**src/rtl/riscv_demux_buf.sv**
```systemverilog
// Registered 1-to-N valid/ready demultiplexer with a 2-entry in-order buffer.
// Beats carry a destination lane; out-of-range lanes are discarded with a drop pulse.
`ifndef XLEN
`define XLEN 32
`endif

module riscv_demux_buf #(
    parameter int N_DEMUX_OUT = 2
) (
    input  logic                          i_clk,
    input  logic                          i_rst,
    input  logic                          i_demux_valid,
    output logic                          o_demux_ready,
    input  logic [$clog2(N_DEMUX_OUT)-1:0] i_demux_sel,
    input  logic [`XLEN-1:0]              i_demux_data,
    output logic [N_DEMUX_OUT-1:0]        o_demux_valid,
    input  logic [N_DEMUX_OUT-1:0]        i_demux_ready,
    output logic [N_DEMUX_OUT*`XLEN-1:0]  o_demux_concat_data,
    output logic                          o_demux_drop
);

    localparam int SEL_W = $clog2(N_DEMUX_OUT);
    localparam int XL    = `XLEN;

    logic [SEL_W-1:0] mem_sel  [2];
    logic [XL-1:0]    mem_data [2];
    logic             wr_ptr;
    logic             rd_ptr;
    logic [1:0]       count;
    logic             drop_q;

    logic             push;
    logic             in_range;
    logic             wr_en;
    logic             pop;
    logic [SEL_W-1:0] head_sel;
    logic [XL-1:0]    head_data;

    // Ready depends only on occupancy, so destinations cannot create a loop through us.
    assign o_demux_ready = (count != 2'd2);
    assign push          = i_demux_valid & o_demux_ready;
    assign in_range      = ({{(32-SEL_W){1'b0}}, i_demux_sel} < 32'(N_DEMUX_OUT));
    assign wr_en         = push & in_range;
    assign head_sel      = mem_sel[rd_ptr];
    assign head_data     = mem_data[rd_ptr];
    assign o_demux_drop  = drop_q;

    always_comb begin
        o_demux_valid       = '0;
        o_demux_concat_data = '0;
        pop                 = 1'b0;
        if (count != 2'd0) begin
            for (int i = 0; i < N_DEMUX_OUT; i++) begin
                if (head_sel == SEL_W'(i)) begin
                    o_demux_valid[i]                = 1'b1;
                    o_demux_concat_data[i*XL +: XL] = head_data;
                    pop                             = i_demux_ready[i];
                end
            end
        end
    end

    // Storage needs no reset: entries are only observed while count says they are live.
    always_ff @(posedge i_clk) begin
        if (wr_en) begin
            mem_sel[wr_ptr]  <= i_demux_sel;
            mem_data[wr_ptr] <= i_demux_data;
        end
    end

    always_ff @(posedge i_clk) begin
        if (i_rst) begin
            wr_ptr <= 1'b0;
            rd_ptr <= 1'b0;
            count  <= 2'd0;
            drop_q <= 1'b0;
        end else begin
            drop_q <= push & ~in_range;
            if (wr_en) wr_ptr <= ~wr_ptr;
            if (pop)   rd_ptr <= ~rd_ptr;
            if (wr_en & ~pop)      count <= count + 2'd1;
            else if (pop & ~wr_en) count <= count - 2'd1;
        end
    end

endmodule
```
**config.mk**
```make
export PLATFORM = sky130hd
export DESIGN_NAME = riscv_demux_buf
export DESIGN_NICKNAME = d
export VERILOG_FILES = /design/src/rtl/riscv_demux_buf.sv
export SDC_FILE = /design/constraint.sdc
export NUM_CORES = 1
export LEC_CHECK = 0
export ABC_CLOCK_PERIOD_IN_PS = 2500
export BUFFER_PORTS_ARGS = -buffer_cell sky130_fd_sc_hd__buf_2
export CORE_MARGIN = 10
export CORE_UTILIZATION = 30
export CTS_CLUSTER_SIZE = 16
export DETAILED_ROUTE_END_ITERATION = 10
export GPL_TIMING_DRIVEN = 0
export PLACE_DENSITY = 0.5
export SETUP_SLACK_MARGIN = 0.4
export SYNTH_ARGS = -nofsm -noshare
export SYNTH_HDL_FRONTEND = slang
export SYNTH_SLANG_ARGS = --single-unit
```
**constraint.sdc**
```tcl
create_clock -name i_clk -period 2.5 [get_ports i_clk]
set_input_delay 0 -clock i_clk [delete_from_list [all_inputs] [get_ports i_clk]]
set_output_delay 0 -clock i_clk [all_outputs]
set_load 0.05 [all_outputs]
```
==> flow_metrics.tcl <==
set metrics [dict create \
    status "completed" \
    fp.dieW_um 118 \
    synth.yosys.seq_area_share_pct 71.8 \
    htreeDepth 3 \
    worst_slew_pin_slew_ns 0.828 \
    clock-skew-final_ns 0.00687 \
    port_buffers 104 \
    drtIter0Drc 44 \
    reg2reg_depth 6 \
    fmax_mhz 507 \
    crit_path_max_incr_delay_ns 0.35 \
    endpoint_kind "register" \
    routed_wl_um 7410 \
    grt_overflow_total 0 \
    cts-root-buf "clkbuf_8" \
    cts.sinks 71 \
    drt-vias-per-instance 4.17 \
    r2r-end "count[1]" \
    finalSetupViolCount 0 \
    hold_class "input port to register" \
    drt-wirelength-per-cell_um 15.1 \
    pin_count 106 \
    num-fill-cells 882 \
    avgSynthCellArea_um2 14.1 \
    syn_area_um2 2900 \
    worstPathMaxFanout 6 \
    cts_buffer_depth 2 \
    grt_pass1_wl_um 11500 \
    cp_slowest_cell "mux2_4" \
    required_ns 2.76 \
    fp.dieArea_um2 14000 \
    cts_tree "yes" \
    post-route-drc-count 0 \
    met1_length_um 3190 \
    seqCellArea_um2 2080 \
    clock_latency_ns 0.33 \
    period_share_pct 78.9 \
    ys_warn_count 0 \
    worst_setup_path_start_kind "register" \
    worstPathCellList "buf_4, mux2i_4, mux2_4, ha_1, or3_1, a21oi_1" \
    leakagePower_nw 1.74 \
    p_per_area_nw_per_um2 1120 \
    antenna_found_initial 0 \
    wl_met2_um 3610 \
    finalHoldViolations 0 \
    top_layer "met4" \
    critPathKind "register to register" \
    p_total_w 0.00460 \
    arrival_ns 2.23 \
    synth_cell_types 23 \
    rows 35 \
    die_h_um 118 \
    clk_pin_slew_ns 0.07 \
    hpwl_um 4890 \
    grt_max_degree 34 \
    ant_nets 0 \
    fin_crit_ns 1.97 \
    area_growth_pct 42.0 \
    hold_end "rd_ptr" \
    slew_violations 0 \
    diodes 0 \
    numCtsBuffers 9 \
    drt_pass1_iterations 4 \
    p_sw_w 0.00218 \
    multiInputGateArea_um2 757 \
    gp_congestion 0.687 \
    drv_cap 0 \
    seq_power_share_pct 33.3 \
    r2r_setup_slack_ns 0.53 \
    layout_common_cells "114 x buf_2, 66 x nor2_1, 66 x edfxtp_1" \
    clkPwrFrac_pct 16.2 \
    p_int_w 0.00242 \
    ys_ff_latch 71 \
    grt_use_total_pct 10.3 \
    swShare_pct 47.3 \
    vias 2042 \
    met3_length_um 528 \
    syn_inst 206 \
    min_from "i_demux_ready[0]" \
    hold_depth 4 \
    rsz0062_at_grt "true" \
    combPwrFrac_pct 50.5 \
    layout_commonest_cell "buf_2" \
    ir_worst_vdd_uv 657 \
    synth_nets 245 \
    final_nets 396 \
    grt_pass1_vias 2166 \
    finalSetupTns_ns 0 \
    initial_core_util_pct 31.1 \
    slew_headroom_pct 44.8 \
    drive_above_1_share_pct 38.5 \
    core_um2 9330 \
]
[power by group through the flow]
| stage | clock network, W | registers (W) | logic (W) |
|---|---|---|---|
| 2_1_floorplan | 0 | 0.00155 | 0.00176 |
| 6_report | 0.000745 | 0.00153 | 0.00232 |
| 5_1_grt | 0.000841 | 0.00155 | 0.00249 |
| 3_5_place_dp | 0 | 0.00156 | 0.00229 |
| 4_1_cts | 0.000784 | 0.00153 | 0.00234 |
| 3_3_place_gp | 0 | 0.00155 | 0.00228 |
[metal layers]
layer,GRT usage (%),up-vias
li1,-,1024
met1,11.7,942
met4,4.17,0
met5,0,-
met3,3.76,8
met2,17.1,68
[timing repair]
action | CTS | global route
endpoints found under the hold margin | 69 | 0
hold buffers | 35 | 0
buffers inserted | 0 | 0
endpoints found under the setup margin | 29 | 94
gates resized for setup | 1 | 3
cloned | 0 | 1
[state kept, by name, indices dropped and copies added, names as in the netlist, named ones only]
signal	count
wr_ptr	1
mem_sel	2
count	2
rd_ptr	1
mem_data	64
[how the worst max path moves through the flow]
stage / to / slack (ns) / cells past startpoint
6_report: count[1] / 0.53 / 6
2_1_floorplan: mem_data[0][0] / 0.48 / 4
3_5_place_dp: mem_data[0][13] / 0.47 / 4
3_3_place_gp: mem_data[0][13] / 0.46 / 4
5_1_grt: count[1] / 0.36 / 6
4_1_cts: o_demux_concat_data[36] / 0.39 / 6
[synth_stat cells]
cell,number,area (um^2)
a21bo_2,1,10.0
a21oi_1,2,10.0
and2_1,1,6.26
and3_1,1,6.26
buf_2,10,50.1
buf_4,2,15.0
conb_1,1,3.75
dfxtp_1,5,100
edfxtp_1,66,1980
ha_1,1,12.5
inv_1,3,11.3
mux2_2,2,22.5
mux2_4,1,15.0
mux2i_1,33,330
nand2b_1,1,6.26
nand3b_1,1,7.51
nor2_1,66,248
nor2b_1,1,6.26
o21ai_0,3,15.0
o21ai_1,1,5.00
o21bai_2,1,11.3
or3_1,1,6.26
xor2_1,2,17.5
[cells by family after synthesis]
logic type               Yosys count  share of synthesized area (%)
XOR/XNOR                           2                          0.605
multiplexers                      36                           12.7
adder cells (fa/ha/maj)            1                          0.432
flip-flops                        71                           71.8
AND/OR/NAND/NOR                   72                           9.89
other                              1                          0.129
buffers and inverters             15                           2.63
AO/OA/AOI/OAI                      8                           1.77
[per-stage QoR]
stage | cells | hold WS [ns] | setup slack, ns | cell area (um^2) | utilization [%]
4_1_cts | 489 | 0.139 | 0.390 | 4090 | 43.9
3_3_place_gp | 439 | 0.188 | 0.464 | 3580 | 38.4
5_1_grt | 490 | 0.179 | 0.360 | 4110 | 44.1
6_report | 490 | 0.158 | 0.529 | 4110 | 44.1
3_5_place_dp | 439 | 0.191 | 0.466 | 3580 | 38.4
2_1_floorplan | 206 | 0.0691 | 0.478 | 2900 | -
[critical path: cells and delay by family, from the launching register on]
kind | cells | cell delay [ns]
AOI/OAI and AO/OA | 1 | 0.14
adders and majority gates | 1 | 0.32
buffers and inverters | 1 | 0.16
DFF | 1 | 0.31
muxes | 2 | 0.63
and+or+nand+nor | 1 | 0.35
[layout make-up]
| cell class | count | share of cell area (%) |
|---|---|---|
| Clock buffer | 11 | 3.19 |
| Clock inverter | 4 | 0.578 |
| Multi-Input combinational cell | 120 | 18.4 |
| Timing Repair inverter | 1 | 0.182 |
| Tap cell | 129 | 3.92 |
| Sequential cell | 71 | 50.6 |
| Buffer | 12 | 1.58 |
| Timing Repair Buffer | 139 | 21.2 |
| Inverter | 3 | 0.365 |
No activity file was read; power rests on OpenSTA's default activity.
